## src/rtl/jpeg_sched_pkg.sv

```systemverilog
// rtl/jpeg_sched_pkg.sv - shared states, component codes and block geometry for the MCU scheduler
package jpeg_sched_pkg;

    localparam int BLK_SAMPLES  = 64;
    localparam int BLKS_PER_MCU = 6;

    // Last luma block index inside a 4:2:0 MCU (blocks 0..3 are Y)
    localparam logic [2:0] LAST_Y_BLK = 3'd3;

    localparam logic [1:0] COMP_Y  = 2'd0;
    localparam logic [1:0] COMP_CB = 2'd1;
    localparam logic [1:0] COMP_CR = 2'd2;

    typedef enum logic [2:0] {
        IDLE = 3'd0,
        Y    = 3'd1,
        CB   = 3'd2,
        CR   = 3'd3,
        FIN  = 3'd4
    } sched_state_t;

endpackage

```

## src/rtl/jpeg_blk_counter.sv

```systemverilog
// rtl/jpeg_blk_counter.sv - per-block sample counter and last-sample flag
module jpeg_blk_counter
    import jpeg_sched_pkg::*;
(
    input  logic clk,
    input  logic rst,
    input  logic clr,
    input  logic xfer,
    input  logic valid,
    output logic last
);

    logic [5:0] sample_cnt;

    // Count accepted samples; the 6-bit counter wraps to 0 at the end of every block
    always_ff @(posedge clk) begin
        if (rst || clr) begin
            sample_cnt <= '0;
        end else if (xfer) begin
            sample_cnt <= sample_cnt + 6'd1;
        end
    end

    assign last = valid && (sample_cnt == 6'(BLK_SAMPLES - 1));

endmodule

```

## src/rtl/jpeg_mcu_scheduler.sv

```systemverilog
// rtl/jpeg_mcu_scheduler.sv - orders Y/Cb/Cr blocks of 4:2:0 MCUs onto one shared stream
module jpeg_mcu_scheduler
    import jpeg_sched_pkg::*;
#(
    parameter int DATA_W = 8,
    parameter int MCU_W  = 16
) (
    input  logic              clk,
    input  logic              rst,
    input  logic              start,
    input  logic [MCU_W-1:0]  num_mcu,
    input  logic              y_valid,
    input  logic [DATA_W-1:0] y_data,
    output logic              y_ready,
    input  logic              cb_valid,
    input  logic [DATA_W-1:0] cb_data,
    output logic              cb_ready,
    input  logic              cr_valid,
    input  logic [DATA_W-1:0] cr_data,
    output logic              cr_ready,
    output logic              out_valid,
    output logic [DATA_W-1:0] out_data,
    input  logic              out_ready,
    output logic [1:0]        out_comp,
    output logic [2:0]        out_blk,
    output logic              out_last,
    output logic              busy,
    output logic              done,
    output logic [MCU_W-1:0]  mcu_idx
);

    sched_state_t     state;
    logic [MCU_W-1:0] num_q;
    logic [2:0]       blk;
    logic             xfer;
    logic             blk_end;

    assign out_blk = blk;
    assign xfer    = out_valid && out_ready;
    assign blk_end = xfer && out_last;

    // Route the active component straight through; idle components see ready=0
    always_comb begin
        out_valid = 1'b0;
        out_data  = '0;
        out_comp  = COMP_Y;
        y_ready   = 1'b0;
        cb_ready  = 1'b0;
        cr_ready  = 1'b0;
        case (state)
            Y: begin
                out_valid = y_valid;
                out_data  = y_data;
                y_ready   = out_ready;
            end
            CB: begin
                out_valid = cb_valid;
                out_data  = cb_data;
                out_comp  = COMP_CB;
                cb_ready  = out_ready;
            end
            CR: begin
                out_valid = cr_valid;
                out_data  = cr_data;
                out_comp  = COMP_CR;
                cr_ready  = out_ready;
            end
            default: ;
        endcase
    end

    // Sample counter is held cleared while idle so every frame starts on sample 0
    jpeg_blk_counter u_blk_counter (
        .clk   (clk),
        .rst   (rst),
        .clr   (state == IDLE),
        .xfer  (xfer),
        .valid (out_valid),
        .last  (out_last)
    );

    // Frame FSM: walks blocks 0..5 per MCU, counts MCUs, produces busy and the done pulse
    always_ff @(posedge clk) begin
        if (rst) begin
            state   <= IDLE;
            num_q   <= '0;
            mcu_idx <= '0;
            blk     <= '0;
            busy    <= 1'b0;
            done    <= 1'b0;
        end else begin
            done <= 1'b0;
            case (state)
                IDLE: begin
                    if (start) begin
                        num_q   <= num_mcu;
                        mcu_idx <= '0;
                        blk     <= '0;
                        if (num_mcu == '0) begin
                            state <= FIN;
                            done  <= 1'b1;
                        end else begin
                            state <= Y;
                            busy  <= 1'b1;
                        end
                    end
                end
                Y: begin
                    if (blk_end) begin
                        blk <= blk + 3'd1;
                        if (blk == LAST_Y_BLK) begin
                            state <= CB;
                        end
                    end
                end
                CB: begin
                    if (blk_end) begin
                        blk   <= 3'(BLKS_PER_MCU - 1);
                        state <= CR;
                    end
                end
                CR: begin
                    if (blk_end) begin
                        blk <= '0;
                        if (mcu_idx == num_q - MCU_W'(1)) begin
                            state <= FIN;
                            busy  <= 1'b0;
                            done  <= 1'b1;
                        end else begin
                            mcu_idx <= mcu_idx + MCU_W'(1);
                            state   <= Y;
                        end
                    end
                end
                FIN: begin
                    state <= IDLE;
                end
                default: begin
                    state <= IDLE;
                    busy  <= 1'b0;
                end
            endcase
        end
    end

endmodule

```

## config.mk

```make
export PLATFORM = sky130hd
export DESIGN_NAME = jpeg_mcu_scheduler
export DESIGN_NICKNAME = d
export VERILOG_FILES = /design/src/rtl/jpeg_sched_pkg.sv /design/src/rtl/jpeg_blk_counter.sv /design/src/rtl/jpeg_mcu_scheduler.sv
export SDC_FILE = /design/constraint.sdc
export NUM_CORES = 1
export LEC_CHECK = 0
export BUFFER_PORTS_ARGS = -buffer_cell sky130_fd_sc_hd__buf_2
export CAP_MARGIN = 20
export CORE_ASPECT_RATIO = 1.25
export CORE_MARGIN = 10
export CORE_UTILIZATION = 45
export DETAILED_ROUTE_END_ITERATION = 10
export PLACE_DENSITY = 0.8
export SYNTH_ARGS = -nofsm -noshare
export SYNTH_HDL_FRONTEND = slang
export SYNTH_SLANG_ARGS = --single-unit
```

## constraint.sdc

```tcl
create_clock -name clk -period 3.01 [get_ports clk]
set_clock_uncertainty 0.2 [all_clocks]
set_input_delay 0.1505 -clock clk [delete_from_list [all_inputs] [get_ports clk]]
set_output_delay 0.1505 -clock clk [all_outputs]
set_load 0.005 [all_outputs]
```

Word level (Yosys, flattened, before mapping)
Index checks and enable logic that the tools add are counted.

storage, ports and cells
  word-level logic and storage cells = 74
  input bits = 47
  register bits = 46
  output and inout bits = 36

operators by class
  reduce and logical (&&, ||, !) cells = 14
  eq/ne operators = 15
  add/subtract/negate cells = 4
  bitwise gates (word level) = 1
  mux-type cells = 33

operators by type and width
  operator                                                               number
  16-bit two-way mux                                                     3
  3-bit two-way mux                                                      11
  16-bit case mux with 2 select lines                                    1
  3-bit case mux with 4 select lines                                     2
  8-bit case mux with 3 select lines                                     1
  16-bit by 1-bit adder with 16-bit output, second input constant        1
  16-bit equality test                                                   1
  16-bit zero test                                                       1
  2-bit inequality test, second input constant                           8
  16-bit by 1-bit subtractor with 16-bit output, second input constant   1
  5-bit AND reduction                                                    3
  1-bit two-way mux                                                      11
  3-bit by 2-bit equality test with 1-bit output, second input constant  3
  6-bit by 1-bit adder with 6-bit output, second input constant          1
  6-bit equality test, second input constant                             1
  1-bit case mux with 3 select lines                                     2
  2-bit case mux with 2 select lines                                     1
  4-bit AND reduction                                                    1
  4-bit nonzero test                                                     1
  3-bit by 1-bit adder with 3-bit output, second input constant          1
  3-bit by 1-bit equality test with 1-bit output, second input constant  1
  3-bit equality test, second input constant                             1
  1-bit logical AND                                                      3
  3-bit zero test                                                        1
  other kinds (6)                                                        6

Logic depth before layout (Yosys ltp)
  depth after elaboration = 6
  mapped depth = 12
  depth with buffers taken out = 10

Hierarchy
From an unflattened synthesis, not the netlist that was laid out.

unflattened totals
  cells, all modules = 389
  area, all modules = 3060.4 µm²

modules (own cells, without submodules)
  module              instances  sequential area each (µm²)  cells an instance  area each (µm²)
  jpeg_mcu_scheduler  1          800.8                       360                2797.7
  jpeg_blk_counter    1          120.1                       29                 262.8

Worst setup path before layout
No wires, ideal clock.

  path type = register -> register
  from = reg num_q[0]
  to = reg mcu_idx[8]
  path slack = 0.155 ns
  stages on the path, launching flop included = 13
  arrival time = 2.585 ns
  data required time = 2.740 ns
  cells stage by stage = dfxtp_1 > inv_1 > ha_1 > or3b_2 > o21ai_0 > o2111ai_1 > a2111oi_4 > nand4_4 > nor2_4 > buf_6 > buf_8 > o31ai_1 > a21oi_1

between the ends
  longest elaborated chain between the ends = 4

RTL lines
  item                                           line                       text
  start: declaration                             jpeg_mcu_scheduler.sv:33   logic [MCU_W-1:0] num_q;
  start signal: assignment                       jpeg_mcu_scheduler.sv:96   num_q <= num_mcu;
  16-bit by 1-bit subtractor with 16-bit output  jpeg_mcu_scheduler.sv:125  if (mcu_idx == num_q - MCU_W'(1)) begin
  16-bit equality test                           jpeg_mcu_scheduler.sv:125
  2-bit inequality test (no line)                --
  4-bit AND reduction (no line)                  --
  end signal: assignment                         jpeg_mcu_scheduler.sv:130  mcu_idx <= mcu_idx + MCU_W'(1);
  end: declaration                               jpeg_mcu_scheduler.sv:29   output logic [MCU_W-1:0] mcu_idx

Every way passes these cells.
A chain may end at the register's enable or synchronous reset.

Final worst setup path
  from = reg num_q[0]
  to = reg mcu_idx[6]

The elaborated chain is that of the path after synthesis.

==> flow_summary.rst <==
.. list-table::
   :header-rows: 1

   * - Metric
     - Value
   * - Total power per unit cell area
     - 340 nW/um2
   * - Inserted Clock Buffers
     - 5
   * - Detailed-routing iteration count for the pre-antenna-repair pass
     - 5
   * - Placed standard-cell area
     - 3640 um2
   * - Fill cell total of the finished layout
     - 593
   * - EDFF count, synth
     - 0
   * - Antenna-violating nets left
     - 0
   * - Mapped Nets
     - 448
   * - Clock tree from TritonCTS
     - yes
   * - Number of port buffers
     - 82
   * - Outcome
     - finished, final reports clean
   * - Peak supply drop
     - 193 uV
   * - Distinct cell type count after synthesis
     - 63
   * - Hold wc startpoint
     - out_ready
   * - Post-synthesis cell count
     - 396
   * - Hold Crit Depth
     - 4
   * - DR vias
     - 3364
   * - Clk slew on worst S/H paths
     - 0.08 ns
   * - Via count of the first global-routing pass
     - 3362
   * - Initial antenna violation count
     - 0
   * - Capture instance of the worst register-to-register path
     - mcu_idx[6]$_SDFFE_PP0P_
   * - Routed length per placed instance
     - 16.1 um
   * - Die height
     - 113 um
   * - Aggregate routed wire length
     - 9370 um
   * - Final Critical Period
     - 2.90 ns
   * - Power after layout
     - 0.00133 W
   * - Avg Synthesized Cell Area
     - 7.81 um2
   * - Maximum clock insertion buffer count
     - 2
   * - Sequential cell area fraction in the yosys report
     - 0.298
   * - Starting DRT DRC Count
     - 185
   * - Nets
     - 547
   * - Worst R2R Start
     - num_q[0]$_SDFFE_PP0P_
   * - Final-report setup violation count
     - 0
   * - Transition time at the pin with the least slew margin
     - 0.564 ns
   * - Final instance area
     - 3900 um2
   * - Slowest library cell on the worst path
     - sky130_fd_sc_hd__or4_4
   * - Starting density of the core
     - 0.468
   * - Mean number of vias per cell
     - 5.79
   * - Type of the setup path with the least slack
     - reg2reg
   * - Global route overflow
     - 0
   * - Global-route wire length before repair
     - 15400 um
   * - Warnings from Yosys
     - 0
   * - Combined area of all synthesized cells
     - 3090 um2
   * - Class of the tightest hold or removal check
     - in2reg
   * - Setup slack, reg-to-reg
     - 0.11 ns
   * - Clk_lat worst skew
     - 0.30 ns
   * - Share of flip-flops with an asynchronous set or reset after synthesis
     - 0
   * - Count of clock tree sinks
     - 46
   * - Total core area
     - 6610 um2
   * - DIE AREA
     - 10600 um2
   * - CP startpoint kind
     - register
   * - Static leakage
     - 1.62 nW
   * - Pin count of the biggest net entering global routing
     - 32
   * - Arr. time, crit path
     - 2.93 ns
   * - Sum of negative setup slack
     - 0 ns
   * - Most used DFF post-synth
     - sky130_fd_sc_hd__dfxtp_1
   * - Max-capacitance violation count
     - 0
   * - Syn-to-layout area delta
     - 26.0%
   * - CP Data Required Time
     - 3.04 ns
   * - Global-route usage over all layers
     - 0.173
   * - Diode count
     - 0
   * - Max Slew Vio Count
     - 0
   * - Detailed-placement wirelength estimate
     - 7090 um
   * - Cell-by-cell trace of the critical path
     - buf_4 -> or4_4 -> o31ai_2 -> a21boi_2 -> o211ai_2 -> nand4_4 -> nor2_4 -> buf_12 -> or4_1 -> a21oi_1
   * - Max-slew headroom at the worst pin
     - 0.624
   * - Remaining routing DRC violations
     - 0
   * - Leading cell type in the layout, fill and taps excluded
     - sky130_fd_sc_hd__buf_2
   * - Clock Root Buffer
     - sky130_fd_sc_hd__clkbuf_8
   * - Total I/O pin count
     - 83
   * - Area of the multi-input gates
     - 2020 um2
   * - Seq. cell area
     - 922 um2
   * - Die width
     - 94.2 um
   * - Sort of element at the end of the critical path
     - register
   * - Share of the clock period used by the worst path
     - 0.963
   * - R2R cell count
     - 10
   * - Seq cells post-synth
     - 46
   * - Leading cell types in the layout, fill and taps excluded
     - sky130_fd_sc_hd__buf_2 (82), sky130_fd_sc_hd__nand2_1 (51), sky130_fd_sc_hd__dfxtp_1 (45), sky130_fd_sc_hd__nor2_1 (41), sky130_fd_sc_hd__a21oi_1 (32)
   * - Number of core rows
     - 33
   * - Maximum clock frequency
     - 345 MHz
   * - Layout cells sized above 1
     - 0.281
   * - GP Congestion
     - 0.869
   * - Slowest stage delay, CP
     - 0.56 ns
   * - Largest fanout on the critical path
     - 23
   * - H-tree depth reported by CTS
     - 2
   * - Endpoint of the worst hold path
     - state[0]$_SDFFE_PP0P_
   * - Count of endpoints failing hold in the final timing report
     - 0
   * - RSZ-0062 raised after global routing
     - false
cell families after synthesis:
group | Yosys count | share of synthesized area
and+or+nand+nor | 184 | 0.315
muxes | 11 | 0.0392
DFF | 46 | 0.298
xor gates and xnor gates | 24 | 0.0679
AOI/OAI and AO/OA | 92 | 0.207
buffers and inverters | 34 | 0.0534
adders and majority gates | 5 | 0.0202
metrics by stage:
| stage | hold WS [ns] | utilization | instances | setup WS (ns) |
|---|---|---|---|---|
| 6_report | 0.0864 | 0.590 | 581 | 0.112 |
| 4_1_cts | 0.0834 | 0.588 | 581 | 0.0709 |
| 2_1_floorplan | 0.0865 | - | 396 | 0.155 |
| 3_3_place_gp | 0.204 | 0.552 | 559 | 0.209 |
| 5_1_grt | 0.102 | 0.590 | 581 | 0.00341 |
| 3_5_place_dp | 0.213 | 0.552 | 559 | 0.108 |
routing by layer:
| metal | track usage | routed length, um |
|---|---|---|
| met5 | 0 | 0 |
| met4 | 0.0761 | 252 |
| met3 | 0.0589 | 788 |
| met1 | 0.184 | 3560 |
| met2 | 0.300 | 4770 |
power by group:
part           total (W)  switching, W  internal (W)
combinational   0.000302      0.000155      0.000147
sequential      0.000650     0.0000249      0.000625
clock           0.000374      0.000196      0.000177
total            0.00133      0.000376      0.000950
critical path, delay by kind of cell, from the launching register on:
kind | cells | cell delay (ns)
AOI/OAI and AO/OA | 4 | 0.76
buffers and inverters | 2 | 0.29
DFF | 1 | 0.32
and+or+nand+nor | 4 | 1.27
worst max-delay path by stage:
| stage | startpoint | to | cells after the start |
|---|---|---|---|
| 6_report | num_q[0]$_SDFFE_PP0P_ | mcu_idx[6]$_SDFFE_PP0P_ | 10 |
| 5_1_grt | num_q[0]$_SDFFE_PP0P_ | mcu_idx[6]$_SDFFE_PP0P_ | 10 |
| 4_1_cts | num_q[4]$_SDFFE_PP0P_ | mcu_idx[6]$_SDFFE_PP0P_ | 9 |
| 3_5_place_dp | num_q[4]$_SDFFE_PP0P_ | mcu_idx[6]$_SDFFE_PP0P_ | 9 |
| 3_3_place_gp | num_q[4]$_SDFFE_PP0P_ | mcu_idx[10]$_SDFFE_PP0P_ | 9 |
| 2_1_floorplan | num_q[0]$_SDFFE_PP0P_ | mcu_idx[8]$_SDFFE_PP0P_ | 12 |
area by class of cell:
type	instances	share of cell area
Clock buffer	6	0.0212
Inverter	7	0.00674
Multi-Input combinational cell	316	0.518
Sequential cell	46	0.237
Tap cell	87	0.0279
Timing Repair Buffer	119	0.190
sequential cells by signal, indices dropped and copies added, names as in the netlist:
name / cells
num_q: 16
state: 3
out_blk: 3
done: 1
busy: 1
mcu_idx: 16
u_blk_counter.sample_cnt: 6
synth_stat cells, drive strengths merged, types with 7 or more instances:
library cell / number / area (um2)
nor2: 43 / 171
mux2: 9 / 101
xnor2: 8 / 70.1
nor3: 8 / 40.0
nor4: 10 / 75.1
clkbuf: 17 / 63.8
o21ai: 10 / 50.1
nand2: 51 / 191
or4: 14 / 113
and3: 8 / 50.1
dfxtp: 46 / 921
or3: 8 / 50.1
inv: 7 / 26.3
o31ai: 10 / 80.1
a22oi: 9 / 67.6
nand4: 10 / 77.6
buf: 10 / 75.1
a21oi: 32 / 160
nand3: 10 / 50.1
xor2: 16 / 140
timing repair:
action / 4_1_cts / 5_1_grt
resized for setup: 0 / 4
hold buffers: 16 / 0
endpoints found under the hold margin: 16 / 0
buffers inserted: 0 / 0
endpoints found under the setup margin: 0 / 18
(Power assumes the default switching activity.)
